$ cat config.mk
export PLATFORM = sky130hd
export DESIGN_NAME = pong_rally_ctrl
export DESIGN_NICKNAME = d
export VERILOG_FILES = /design/src/rtl/pong_rally_ctrl.sv
export SDC_FILE = /design/constraint.sdc
export NUM_CORES = 1
export LEC_CHECK = 0
export BUFFER_PORTS_ARGS = -buffer_cell sky130_fd_sc_hd__buf_4
export CORE_ASPECT_RATIO = 2
export CORE_MARGIN = 2
export CORE_UTILIZATION = 45
export DETAILED_ROUTE_END_ITERATION = 16
export PLACE_DENSITY_LB_ADDON = 0.1
export SLEW_MARGIN = 20
export SYNTH_ARGS = -nofsm -noshare
export SYNTH_HDL_FRONTEND = slang
export SYNTH_SLANG_ARGS = --single-unit
$ cat constraint.sdc
create_clock -name clk -period 2.6 [get_ports clk]
set_clock_uncertainty 0.2 [all_clocks]
set_input_delay 0.26 -clock clk [delete_from_list [all_inputs] [get_ports clk]]
set_output_delay 0.26 -clock clk [all_outputs]
set_load 0.02 [all_outputs]
$ cat src/rtl/pong_rally_ctrl.sv
// Two-player LED table-tennis game core: serve/rally/point/game-over sequencing
// driven by single-cycle key pulses, with a one-hot ball on an LED strip and two scores.
module pong_rally_ctrl #(
    parameter int LEDS        = 8,
    parameter int STEP_CYCLES = 12_500_000,
    parameter int MAX_SCORE   = 11
) (
    input  logic            clk,
    input  logic            rst_n,
    input  logic [3:0]      key_flag,
    output logic [LEDS-1:0] led,
    output logic [3:0]      score1,
    output logic [3:0]      score2,
    output logic            server,
    output logic [1:0]      winner,
    output logic            point_pulse
);

    localparam int PW = $clog2(LEDS);
    localparam int TW = $clog2(STEP_CYCLES);

    localparam logic [PW-1:0] END_P1    = PW'(LEDS - 1);
    localparam logic [PW-1:0] END_P2    = '0;
    localparam logic [PW-1:0] RET_P1    = PW'(LEDS - 2);
    localparam logic [PW-1:0] RET_P2    = PW'(1);
    localparam logic [TW-1:0] TICK_VAL  = TW'(STEP_CYCLES - 1);
    localparam logic [3:0]    WIN_SCORE = 4'(MAX_SCORE);

    typedef enum logic [2:0] {
        SERVE,
        MOVE_TO_P2,
        MOVE_TO_P1,
        POINT,
        GAMEOVER
    } state_t;

    state_t        state;
    logic [PW-1:0] pos;
    logic [TW-1:0] timer;
    logic          scorer;   // 0 = P1 takes the pending point, 1 = P2
    logic          tick;

    function automatic logic [3:0] sat_inc(input logic [3:0] s);
        return (s == 4'hF) ? s : s + 4'd1;
    endfunction

    function automatic logic [LEDS-1:0] onehot(input logic [PW-1:0] p);
        return LEDS'(1) << p;
    endfunction

    assign tick = (timer == TICK_VAL);

    always_ff @(posedge clk or negedge rst_n) begin
        if (!rst_n) begin
            state       <= SERVE;
            pos         <= END_P1;
            led         <= onehot(END_P1);
            timer       <= '0;
            scorer      <= 1'b0;
            score1      <= 4'd0;
            score2      <= 4'd0;
            server      <= 1'b0;
            winner      <= 2'b00;
            point_pulse <= 1'b0;
        end else begin
            point_pulse <= 1'b0;
            case (state)
                SERVE: begin
                    timer <= '0;
                    if (!server && key_flag[3]) begin
                        state <= MOVE_TO_P2;
                    end else if (server && key_flag[0]) begin
                        state <= MOVE_TO_P1;
                    end else if (key_flag[2] && !key_flag[1]) begin
                        scorer <= 1'b0;
                        state  <= POINT;
                    end else if (key_flag[1] && !key_flag[2]) begin
                        scorer <= 1'b1;
                        state  <= POINT;
                    end
                end

                // A hit outranks a tick landing in the same cycle.
                MOVE_TO_P2: begin
                    if (key_flag[0]) begin
                        timer <= '0;
                        if (pos == END_P2) begin
                            pos   <= RET_P2;
                            led   <= onehot(RET_P2);
                            state <= MOVE_TO_P1;
                        end else begin
                            scorer <= 1'b0;
                            state  <= POINT;
                        end
                    end else if (tick) begin
                        timer <= '0;
                        if (pos == END_P2) begin
                            scorer <= 1'b0;
                            state  <= POINT;
                        end else begin
                            pos <= pos - 1'b1;
                            led <= onehot(pos - 1'b1);
                        end
                    end else begin
                        timer <= timer + 1'b1;
                    end
                end

                MOVE_TO_P1: begin
                    if (key_flag[3]) begin
                        timer <= '0;
                        if (pos == END_P1) begin
                            pos   <= RET_P1;
                            led   <= onehot(RET_P1);
                            state <= MOVE_TO_P2;
                        end else begin
                            scorer <= 1'b1;
                            state  <= POINT;
                        end
                    end else if (tick) begin
                        timer <= '0;
                        if (pos == END_P1) begin
                            scorer <= 1'b1;
                            state  <= POINT;
                        end else begin
                            pos <= pos + 1'b1;
                            led <= onehot(pos + 1'b1);
                        end
                    end else begin
                        timer <= timer + 1'b1;
                    end
                end

                // Scorer serves next, so the ball is parked at the scorer's end.
                POINT: begin
                    timer       <= '0;
                    point_pulse <= 1'b1;
                    server      <= scorer;
                    if (!scorer) begin
                        score1 <= sat_inc(score1);
                        pos    <= END_P1;
                        if (sat_inc(score1) == WIN_SCORE) begin
                            winner <= 2'b01;
                            led    <= '0;
                            state  <= GAMEOVER;
                        end else begin
                            led   <= onehot(END_P1);
                            state <= SERVE;
                        end
                    end else begin
                        score2 <= sat_inc(score2);
                        pos    <= END_P2;
                        if (sat_inc(score2) == WIN_SCORE) begin
                            winner <= 2'b10;
                            led    <= '0;
                            state  <= GAMEOVER;
                        end else begin
                            led   <= onehot(END_P2);
                            state <= SERVE;
                        end
                    end
                end

                GAMEOVER: begin
                    timer <= '0;
                    if (key_flag[3] || key_flag[0]) begin
                        score1 <= 4'd0;
                        score2 <= 4'd0;
                        winner <= 2'b00;
                        server <= 1'b0;
                        pos    <= END_P1;
                        led    <= onehot(END_P1);
                        state  <= SERVE;
                    end
                end

                default: begin
                    timer <= '0;
                    state <= SERVE;
                end
            endcase
        end
    end

endmodule

==> metrics.md <==
| Metric | Value |
|---|---|
| Status | `finished, final reports clean` |
| Share of the cycle needed by the critical path after routing | `0.959` |
| PostCTS Resize Cnt | `0` |
| Avg Cell Area, Syn | `9.34 µm²` |
| Total CTS buffers | `5` |
| Top FF cell, synth | `sky130_fd_sc_hd__dfrtp_1` |
| DIE AREA | `7350 µm²` |
| Areal power density over the cells | `1090 nW/µm²` |
| Crit path launch type | `flip-flop` |
| Vertical extent of the die | `119 µm` |
| Req. time, crit path | `2.58 ns` |
| Hold Path Origin | `key_flag[0]` |
| Cells after Synth | `320` |
| Fraction of power consumed by the clock network | `0.170` |
| Proportion of synthesized flip-flops having asynchronous set or reset | `1.00` |
| Kind of capture point of the worst setup path | `flip-flop` |
| Maximum buffer depth of the clock tree | `2` |
| Data arrival time at the worst-slack endpoint | `2.47 ns` |
| Iteration-0 DRC count of the detailed router | `137` |
| Area added between synthesis and finish | `17.2%` |
| Overall via count from detail_route | `2467` |
| Core area | `6520 µm²` |
| Wire length of the first global-routing pass | `11400 µm` |
| H-tree level count | `2` |
| Clock sinks | `51` |
| Overall fraction of global-route tracks in use | `0.204` |
| Logic gate share of total power | `0.492` |
| Launching element of the worst setup path | `timer[7]$_DFF_PN0_` |
| Number of global-route vias before repair | `2406` |
| Min Clock Period, post-route | `2.49 ns` |
| Floorplan row count | `42` |
| Worst slack at placement | `0.156 ns` |
| Number of inserted filler cells in the final layout | `648` |
| Max FO, Critical Path | `11` |
| Design internal power | `2.24 mW` |
| Layout cells sized above 1 | `0.173` |
| Worst hold slack | `0.233 ns` |
| Slew Viols, Final | `0` |
| Max capacitance violation total | `0` |
| Port bufs | `25` |
| Total of flip-flops plus latches after synthesis | `51` |
| Final TNS setup | `0 ns` |
| Post-Syn Nets | `337` |
| Post-Route Utilization | `0.537` |
| Number of antenna repair diodes | `0` |
| Master cell of the clock root buffer | `sky130_fd_sc_hd__clkbuf_16` |
| Maximum clock frequency | `401 MHz` |
| R2r startpoint | `timer[7]$_DFF_PN0_` |
| Fraction of power consumed by sequential logic | `0.338` |
| Clock latency at the later pin of the worst-skew pair | `0.29 ns` |
| Post-layout worst setup margin | `0.106 ns` |
| Design Area, Final | `3500 µm²` |
| Horizontal die dimension | `61.6 µm` |
| Worst min-delay path category | `input port to flip-flop` |
| Switching power share of the total | `0.415` |
| Half-perimeter wire length after detailed placement | `4760 µm` |
| Static Leak | `1.52 nW` |
| FF+latch area | `1280 µm²` |
| Area of the multi-input gates | `1600 µm²` |
| Endpoints failing setup | `0` |
| Post-route DRC violation count | `0` |
| Post-Syn Area | `2990 µm²` |
| Count of TritonRoute iterations in the first routing pass | `4` |
| Area after DPL | `3340 µm²` |
| Initial Utilization | `0.459` |
| Gr ovfl total | `0` |
| Library cells used by synthesis | `53` |
| Number of enable flip-flop cells after synthesis | `0` |
| Setup repair after global routing missed its margin | `no` |
| Yosys warning count | `0` |
| Final wirelength | `6520 µm` |
| Global placement routability congestion | `0.868` |
| Total net switching power | `1.59 mW` |
| Number of I/O pins | `26` |
| Worst voltage drop across the vdd grid | `0.000639 V` |
| Worst Tran Pin Value | `0.633 ns` |
| CTS tree | `yes` |
| Category of the critical setup timing path | `flip-flop to flip-flop` |
| Number of antenna violations at the first check in global routing | `0` |
| Final Hold Vio Count | `0` |
| Clock transition at the registers of the reported paths | `0.07 ns` |
| Sequential fraction of the synthesis area | `0.429` |
| Number of nets with antenna violations after routing | `0` |
| Worst rel slew slack | `0.578` |
| Pin count of the biggest net entering global routing | `52` |
| DR vias/cell | `5.53` |
| DR WL/cell | `14.6 µm` |
| Nets | `374` |
## stage by stage
stage               cells  power [mW]
floorplan             320        2.55
global placement      436        3.15
detailed placement    436        3.18
CTS                   445        3.86
global route          446        4.15
finish                446        3.83
## power groups by stage
stage                     logic [mW]  clock network, mW  registers, mW
after floorplan                 1.14                  0           1.41
after global placement          1.86                  0           1.29
after detailed placement        1.88                  0           1.31
after CTS                       1.89              0.682           1.29
after global routing            2.09              0.719           1.33
final                           1.88              0.649           1.29
## sequential cells by signal (all words and copies together) (netlist names)
| name | cells |
|---|---|
| led | 8 |
| point_pulse | 1 |
| pos | 3 |
| score1 | 4 |
| score2 | 4 |
| scorer | 1 |
| server | 1 |
| state | 3 |
| timer | 24 |
| winner | 2 |
## metal layers
layer,vias up,GRT usage,wire [µm]
li1,1224,-,-
met1,1192,0.286,2970
met2,45,0.298,3220
met3,6,0.0402,205
met4,0,0.0931,119
met5,-,0,0
## cell usage after synthesis, drive strengths merged (2+ instances only)
cell | instances | area share
nor4 | 10 | 0.021
and2 | 2 | 0.0050
a21oi | 28 | 0.048
ha | 11 | 0.046
dfstp | 4 | 0.035
nor2b | 4 | 0.0084
nand2b | 6 | 0.013
or3b | 4 | 0.012
nor3 | 8 | 0.013
a22o | 2 | 0.0059
nand3b | 2 | 0.0050
xnor2 | 13 | 0.038
o21ai | 10 | 0.017
and3 | 4 | 0.0084
a311oi | 2 | 0.0059
mux2i | 8 | 0.027
inv | 15 | 0.019
mux2 | 5 | 0.020
nand2 | 18 | 0.023
nor2 | 45 | 0.057
clkbuf | 7 | 0.0088
and4b | 2 | 0.0067
a22oi | 5 | 0.013
or3 | 2 | 0.0042
dfrtp | 47 | 0.39
nand3 | 13 | 0.022
nand4 | 6 | 0.013
and4 | 4 | 0.012
xor2 | 12 | 0.035
buf | 4 | 0.0088
## logic make-up after synthesis
| logic type | after synthesis | share of synthesized area |
|---|---|---|
| compound gates | 61 | 0.136 |
| mux | 13 | 0.0469 |
| buf+inv | 26 | 0.0364 |
| simple gates | 133 | 0.232 |
| xor+xnor | 25 | 0.0733 |
| fa+ha+maj | 11 | 0.0461 |
| flops | 51 | 0.429 |
## cell type report
cell class / instances / share of cell area
Sequential cell: 51 / 0.366
Tap cell: 88 / 0.0315
Inverter: 15 / 0.0161
Timing Repair Buffer: 41 / 0.0886
Clock buffer: 6 / 0.0368
Multi-Input combinational cell: 243 / 0.456
Clock inverter: 2 / 0.00465
## worst max-delay path, cell delays in order (launching register included)
cell and delay [ns]:
sky130_fd_sc_hd__dfrtp_1 0.44, sky130_fd_sc_hd__nor4_1 0.44, sky130_fd_sc_hd__nand3_1 0.22, sky130_fd_sc_hd__o31ai_4 0.42
sky130_fd_sc_hd__and2_4 0.30, sky130_fd_sc_hd__mux2_2 0.34
## worst paths after layout
check                                             end  slack [ns]  cells past startpoint
worst max-delay path               led[0]$_DFFE_PN0P_        0.11                      5
worst min-delay path             state[0]$_DFFE_PN0P_        0.23                      4
worst max register to register     led[0]$_DFFE_PN0P_        0.11                      5
worst min register to register     timer[0]$_DFF_PN0_        0.28                      1
max in group asynchronous       score2[0]$_DFFE_PN0P_        1.44                      2
min in group asynchronous         timer[21]$_DFF_PN0_        0.32                      2
## cells in the final DEF, fill, tap and decap left out, types with 2 or more instances in the layout
master,Yosys,final
sky130_fd_sc_hd__and4_1,4,4
sky130_fd_sc_hd__nand2_1,18,18
sky130_fd_sc_hd__xnor2_1,13,13
sky130_fd_sc_hd__nor3_1,8,8
sky130_fd_sc_hd__nor4_1,10,10
sky130_fd_sc_hd__inv_1,15,15
sky130_fd_sc_hd__a311oi_1,2,2
sky130_fd_sc_hd__or3_1,2,2
sky130_fd_sc_hd__and4b_1,2,2
sky130_fd_sc_hd__nand3_1,13,13
sky130_fd_sc_hd__mux2i_1,8,8
sky130_fd_sc_hd__dfstp_2,4,4
sky130_fd_sc_hd__dfrtp_1,47,47
sky130_fd_sc_hd__a21oi_1,27,27
sky130_fd_sc_hd__mux2_2,3,3
sky130_fd_sc_hd__xor2_1,12,12
sky130_fd_sc_hd__a22o_1,2,2
sky130_fd_sc_hd__nand3b_1,2,2
sky130_fd_sc_hd__buf_4,0,40
sky130_fd_sc_hd__nor2_1,45,45
sky130_fd_sc_hd__nand2b_1,6,6
sky130_fd_sc_hd__nor2b_1,4,4
sky130_fd_sc_hd__clkbuf_16,0,5
sky130_fd_sc_hd__and3_1,4,4
sky130_fd_sc_hd__nand4_1,6,6
sky130_fd_sc_hd__or3b_1,3,3
sky130_fd_sc_hd__a22oi_1,5,5
sky130_fd_sc_hd__ha_1,11,11
sky130_fd_sc_hd__o21ai_0,10,10
## timing repair
action / in CTS / in global routing
hold buffers: 1 / 0
setup endpoints to repair: 0 / 2
setup buffers: 0 / 1
hold endpoints to repair: 47 / 0
Power figures use the tool's default switching activity.
